<file path="src/rtl/popcount_scheduler.sv">
// popcount_scheduler: round-robin shares one bit-serial popcount engine among NREQ requesters.
// Optional rsp_balanced output (count == WIDTH/2) is enabled by defining POPCNT_BALANCE_EN.
module popcount_scheduler #(
    parameter int NREQ  = 4,
    parameter int WIDTH = 8,
    localparam int CW   = $clog2(WIDTH + 1),
    localparam int IW   = $clog2(NREQ)
) (
    input  logic                  clk,
    input  logic                  reset,
    input  logic [NREQ-1:0]       req_valid,
    input  logic [NREQ*WIDTH-1:0] req_data,
    output logic [NREQ-1:0]       req_ready,
    output logic                  rsp_valid,
    input  logic                  rsp_ready,
    output logic [IW-1:0]         rsp_id,
    output logic [CW-1:0]         rsp_count,
    output logic                  busy
`ifdef POPCNT_BALANCE_EN
    , output logic                rsp_balanced
`endif
);
    typedef enum logic [1:0] {IDLE, SCAN, RESP} state_t;
    state_t state;
    logic [WIDTH-1:0] shreg;
    logic [CW-1:0] acc, idx, total;
    logic [IW-1:0] ptr, sel;
    logic [NREQ-1:0] gnt;
    // Scan from farthest to nearest so the requester closest after ptr wins.
    always_comb begin
        gnt = '0;
        sel = ptr;
        for (int k = NREQ; k >= 1; k--) begin
            if (req_valid[(int'(ptr) + k) % NREQ]) begin
                gnt = NREQ'(1) << ((int'(ptr) + k) % NREQ);
                sel = IW'((int'(ptr) + k) % NREQ);
            end
        end
        req_ready = (state == IDLE && !reset) ? gnt : '0;
        total = acc + CW'(shreg[0]);
    end
    // ptr doubles as the latched ID of the word in flight.
    always_ff @(posedge clk or posedge reset) begin
        if (reset) begin
            state        <= IDLE;
            shreg        <= '0;
            acc          <= '0;
            idx          <= '0;
            ptr          <= IW'(NREQ - 1);
            rsp_valid    <= 1'b0;
            rsp_id       <= '0;
            rsp_count    <= '0;
            busy         <= 1'b0;
`ifdef POPCNT_BALANCE_EN
            rsp_balanced <= 1'b0;
`endif
        end else begin
            case (state)
                IDLE: if (|gnt) begin
                    shreg <= req_data[sel*WIDTH +: WIDTH];
                    acc   <= '0;
                    idx   <= '0;
                    ptr   <= sel;
                    state <= SCAN;
                    busy  <= 1'b1;
                end
                SCAN: begin
                    acc   <= total;
                    shreg <= shreg >> 1;
                    idx   <= idx + CW'(1);
                    if (idx == CW'(WIDTH - 1)) begin
                        state        <= RESP;
                        rsp_valid    <= 1'b1;
                        rsp_count    <= total;
                        rsp_id       <= ptr;
`ifdef POPCNT_BALANCE_EN
                        rsp_balanced <= (total == CW'(WIDTH / 2));
`endif
                    end
                end
                RESP: if (rsp_ready) begin
                    state        <= IDLE;
                    rsp_valid    <= 1'b0;
                    busy         <= 1'b0;
`ifdef POPCNT_BALANCE_EN
                    rsp_balanced <= 1'b0;
`endif
                end
                default: state <= IDLE;
            endcase
        end
    end
endmodule

</file>
<file path="config.mk">
export PLATFORM = sky130hd
export DESIGN_NAME = popcount_scheduler
export DESIGN_NICKNAME = d
export VERILOG_FILES = /design/src/rtl/popcount_scheduler.sv
export SDC_FILE = /design/constraint.sdc
export NUM_CORES = 1
export LEC_CHECK = 0
export CORE_MARGIN = 5
export CORE_UTILIZATION = 50
export CTS_CLUSTER_SIZE = 14
export DETAILED_ROUTE_END_ITERATION = 8
export PLACE_DENSITY = 0.85
export SYNTH_ARGS = -nofsm -noshare
export SYNTH_HDL_FRONTEND = slang
export SYNTH_SLANG_ARGS = --single-unit
</file>
<file path="constraint.sdc">
create_clock -name clk -period 3.9 [get_ports clk]
set_input_delay 0.39 -clock clk [delete_from_list [all_inputs] [get_ports clk]]
set_output_delay 0.39 -clock clk [all_outputs]
set_load 0.02 [all_outputs]
</file>
# Yosys cells after proc, flatten, opt, wreduce, memory -nomap -nowiden
# Index checks and enable logic that the tools add are counted.
[totals] register_bits=28 input_bits=39 out_inout_bits=12 wordCells=86
[classes] addsub=6 order_cmp=4 eq_ne=6 shifts=5 mux=35 bitwise=4 n_reduce_logical=17
[ops] cell="$shl A1 B32 Y4 const A" count=4
[ops] cell="$shiftx A32 B6 Y8" count=1
[ops] cell="$mux W4" count=6
[ops] cell="$lt A3 B4 Y1 const B" count=4
[ops] cell="$pmux W4 S2" count=2
[ops] cell="$pmux W8 S2" count=1
[ops] cell="$mux W2" count=7
[ops] cell="$mux W1" count=11
[ops] cell="$reduce_and A3 Y1" count=3
[ops] cell="$bmux W1 S2" count=4
[ops] cell="$mux W8" count=1
[ops] cell="$reduce_or A2 Y1" count=4
[ops] cell="$pmux W2 S3" count=1
[ops] cell="$reduce_and A2 Y1" count=3
[ops] cell="$reduce_bool A2 Y1" count=3
[ops] cell="$add A2 B1 Y2 const B" count=2
[ops] cell="$add A2 B2 Y2 const B" count=2
[ops] cell="$add A4 B1 Y4" count=1
[ops] cell="$add A4 B1 Y4 const B" count=1
[ops] cell="$and A1 B1 Y1 const A" count=4
[ops] cell="$eq A4 B3 Y1 const B" count=1
[ops] cell="$ne A2 B2 Y1 const B" count=2
[ops] cell="$pmux W1 S2" count=2
[ops] cell="$reduce_or A4 Y1" count=1
[ops] cell="6 further kinds" count=6

# Longest topological paths before layout
# Gate-level depths: netlist of the first run.
[depth] word_depth=13 depth_mapped=13

# Worst setup path before layout of the first run
# No wires, ideal clock.
[synth_path] path_type="register -> register" startpoint="register ptr[0]" endpoint="register shreg[1]" setup_ns=0.121 t_arrival_ns=3.304 required_ns=3.779 slack_ns=0.475 stages_incl_launch_ff=11 n_path_buf=1 synth_period_minus_slack_ns=3.425 path_cell_list="dfstp_2 > clkbuf_8 > inv_1 > ha_1 > mux4_2 > nand2b_4 > nand2_4 > xnor2_4 > mux4_2 > o31a_1 > o22a_1"
[synth_between] elab_chain_cells=11 elab_cells_between_ends=42
[synth_lines] element="from (decl)" line_no="27" text="logic [IW-1:0] ptr, sel;"
[synth_lines] element="from (signal assigned)" line_no="49" text="ptr <= IW'(NREQ - 1);"
[synth_lines] element="from (signal assigned)" line_no="63" text="ptr <= sel;"
[synth_lines] element="$add A2 B1 Y2" line_no="34, 35, 36"
[synth_lines] element="$bmux W1 S2 / $reduce_or A2 Y1 (equally long branches)"
[synth_lines] element="$mux W1 (implied by the code) / $and A1 B1 Y1 (equally long branches)"
[synth_lines] element="$mux W1 (implied by the code) / $shl A1 B32 Y4 (equally long branches)" line_no="34, 35"
[synth_lines] element="$mux W2 / $mux W4 (equally long branches) (4 in a row)" line_no="34" text="if (req_valid[(int'(ptr) + k) % NREQ]) begin"
[synth_lines] element="$shiftx A32 B6 Y8 / $reduce_or A4 Y1 (equally long branches)" line_no="60, 59"
[synth_lines] element="$mux W8 / $ne A2 B1 Y1 (equally long branches)"
[synth_lines] element="$pmux W8 S2 / $reduce_and A2 Y1 (equally long branches)"
[synth_lines] element="to (signal assigned)" line_no="60" text="shreg <= req_data[sel*WIDTH +: WIDTH];"
[synth_lines] element="to (signal assigned)" line_no="69" text="shreg <= shreg >> 1;"
[synth_lines] element="to (decl)" line_no="25" text="logic [WIDTH-1:0] shreg;"
# Several ways; a longest one is shown, not always the timed one. The select of a mux whose other input is x is not followed.
# A chain may end at the register's enable or synchronous reset.

# Worst setup path after layout of the first run
[layout_path] startpoint="register ptr[0]" endpoint="output req_ready[2]"
[layout_between] elab_chain_cells=9 elab_cells_between_ends=33
[layout_lines] element="$add A2 B1 Y2" line_no="34, 35"
[layout_lines] element="$bmux W1 S2 / $reduce_or A2 Y1 (equally long branches)"
[layout_lines] element="$mux W1 (implied by the code) / $and A1 B1 Y1 (equally long branches)"
[layout_lines] element="$mux W1 (implied by the code) / $shl A1 B32 Y4 (equally long branches)" line_no="34, 35"
[layout_lines] element="$mux W4 (3 in a row)" line_no="34"
[layout_lines] element="$mux W4 *" line_no="34"
[layout_lines] element="$mux W4 *" line_no="39" text="req_ready = (state == IDLE && !reset) ? gnt : '0;"
[layout_lines] element="to (decl)" line_no="13" text="output logic [NREQ-1:0] req_ready,"
# Mark *: on every way between the ends. The rest lies on a longest branch, timed or not. The select of a mux whose other input is x is not followed.

==> results of run 1 <==
[placed cells by master, fill, tap and decap left out, types with 5 or more instances in the layout]
master,synthesis,layout
mux4_2,8,8
ha_1,10,10
a21oi_1,7,7
nor2_1,12,12
clkdlybuf4s50_1,0,50
mux2_2,5,5
o21ai_0,12,12
dfrtp_1,26,26
inv_1,16,16
nand2_1,31,31
[worst max path at each step]
stage	to	slack (ns)	depth (start not counted)
after floorplan	shreg[1]	0.48	10
after global placement	shreg[1]	0.44	9
after detailed placement	shreg[6]	0.35	8
after CTS	req_ready[2]	0.11	7
after global routing	req_ready[0]	0.04	8
final	req_ready[2]	0.22	7
[what timing repair did]
action                                  in CTS  in global routing
setup buffers                                0                  0
endpoints found under the setup margin       0                  3
gates resized for setup                      0                  1
[layer usage]
metal,vias up,track usage
met5,-,0
met4,0,0.0652
met3,9,0.0257
met2,58,0.325
met1,838,0.251
li1,829,-
[power groups by stage]
stage	logic, mW	registers [mW]	clock network (mW)
floorplan	1.26	0.556	0
global placement	1.54	0.567	0
detailed placement	1.58	0.574	0
CTS	1.59	0.568	0.230
global route	1.74	0.594	0.243
finish	1.58	0.568	0.233
[layout make-up]
class,instances,area (sq um)
multi-input combinational,148,1230
tap,50,62.6
fill,319,1350
inverter,16,60.1
clock inverter,1,30.0
clock buffer,3,41.3
timing repair buffer,53,523
sequential,28,703
[cells by family after synthesis]
family / synth area share
simple gates: 0.149
compound gates: 0.167
flops: 0.340
buf+inv: 0.0683
mux: 0.194
fa+ha+maj: 0.0604
xor+xnor: 0.0218
[stage by stage]
stage | power [mW] | area, sq um | util
after floorplan | 1.81 | 2070 | -
after global placement | 2.11 | 2570 | 0.644
after detailed placement | 2.15 | 2570 | 0.644
after CTS | 2.38 | 2650 | 0.662
after global routing | 2.58 | 2650 | 0.663
final | 2.39 | 2650 | 0.663
[worst min-delay path, delay by kind of cell (launching register included)]
kind	cells	cell delay [ns]
flops	1	0.38
simple gates	2	0.10
[sequential cells by signal (all words and copies together) (netlist names)]
signal	flops
busy	1
rsp_id	2
shreg	8
rsp_valid	1
rsp_count	4
acc	4
state	2
idx	4
ptr	2
==> impl_metrics.json, run 1 <==
{
  "yosysTopAreaCell": "dfrtp_1",
  "coreArea_sq_um": 4000,
  "slew_viol_final": 0,
  "min_path_type": "reg -> reg",
  "yosys-top-cells-count": "31 x nand2_1, 26 x dfrtp_1, 16 x inv_1, 12 x nor2_1, 12 x o21ai_0",
  "switching_share": 0.429,
  "antenna_found_initial": 0,
  "r2r_slack_ns": 0.38,
  "worstPathRequired_ns": 3.51,
  "overflow": 0,
  "power_switching_mw": 1.02,
  "cts_sinks": 28,
  "ios": 51,
  "comb_power_share": 0.664,
  "max_freq_mhz": 272,
  "clk_latency_ns": 0.28,
  "synthMostInstantiatedCell": "nand2_1",
  "via_count": 1734,
  "holdBufCountCts": 0,
  "leakage_nw": 1.13,
  "hold_violations": 0,
  "port_buffers": 50,
  "cts_tree": "built",
  "finalSetupTns_ns": 0,
  "cp_slowest_cell": "dfstp_2",
  "netlist.area_leader.share": 0.314,
  "start_kind": "flop",
  "firstDrtPassIters": 4,
  "yosysSeqAreaShare": 0.340,
  "yosys-top-cells-area": "dfrtp_1 31%, mux4_2 8.7%, ha_1 6.0%, nand2_1 5.6%, mux4_1 5.1%",
  "path_buf_inv": 2,
  "cts.htree.levels": 1,
  "via_per_inst": 5.80,
  "ctsRootBufferMaster": "clkbuf_8",
  "dr_wl_met3_microns": 286,
  "internal_power_mw": 1.36,
  "tightest_slew_ns": 0.739,
  "clk_path_buf_depth": 2,
  "met2_length_mm": 2.44,
  "cp.arrival_ns": 3.29,
  "final_layout_size_suffix_gt1_frac": 0.141,
  "nets": 299,
  "end_kind": "output port",
  "synth_warnings": 0,
  "drt-met1-wl_mm": 1.92,
  "whs_path_depth": 2,
  "crit_path_cell_trace": "inv_1 -> ha_1 -> mux4_2 -> a211oi_2 -> a31oi_1 -> nor2_1 -> clkdlybuf4s50_1",
  "final_cells": 299,
  "avgSynthCellArea_sq_um": 10.3,
  "async_flop_share": 1.00,
  "grt_usage": 0.191,
  "vdd_drop_max_uv": 559,
  "synth-edff-count": 0,
  "p_clk_frac": 0.098,
  "r2r-end": "shreg[1]",
  "place.gp.congestion": 0.886,
  "cp_top_family": "flip-flops",
  "top_layer_used": "met4",
  "post-place-ws_ns": 0.349,
  "initial_core_util": 0.518,
  "startpoint": "ptr[0]",
  "timing.hold.ws_ns": 0.503,
  "powerDensity_nw_per_um2": 900,
  "drtIter0Drc": 137,
  "r2r_cells": 9,
  "ys_ff_latch": 28,
  "seqPwrFrac": 0.238,
  "fin_crit_sh": 0.943,
  "area_delta_synth_final_pct": 28.0,
  "drc": 0,
  "finClkSkew_ns": 0.00267,
  "worst_slack_ns": 0.223,
  "grt_pass1_wl_mm": 8.26,
  "wl_per_cell_microns": 15.8,
  "antenna_cells": 0,
  "grt_pass1_vias": 1827,
  "die_w_microns": 74.4,
  "hpwl_mm": 3.71,
  "rr_startpoint": "ptr[0]",
  "crit_fanout": 16,
  "period_needed_ns": 3.68,
  "placed_cells": 295,
  "max_stage_delay_ns": 0.73,
  "status": "completed",
  "row_count": 23,
  "synth_nets": 250,
  "crit_type": "reg -> out",
  "hp-start": "rsp_valid",
  "cts_buffers": 3,
  "path_clk_slew_ns": 0.10,
  "routed_wl_mm": 4.74,
  "die_y_microns": 74.4,
  "cap_violations": 0,
  "worstHoldEndpoint": "rsp_valid",
  "slew_headroom": 0.506,
  "syn_inst": 201,
  "yosysUniqueCellTypes": 48,
  "syn_area_sq_um": 2070,
  "setup_viol": 0,
  "ys.flop_type": "dfrtp_1",
  "drtAntennaViolNets": 0,
  "grt_max_degree": 29,
  "rsz0062_at_grt": "false",
  "fp.dieArea_sq_um": 5530
}
Note: power is estimated with default switching activity, not from simulation.
==> run 2, diff against run 1 <==
Settings changed: TNS_END_PERCENT from default to 100.
==> results of run 2 <==
Same layout as run 1: the final DEF is identical, and so are final timing and power.
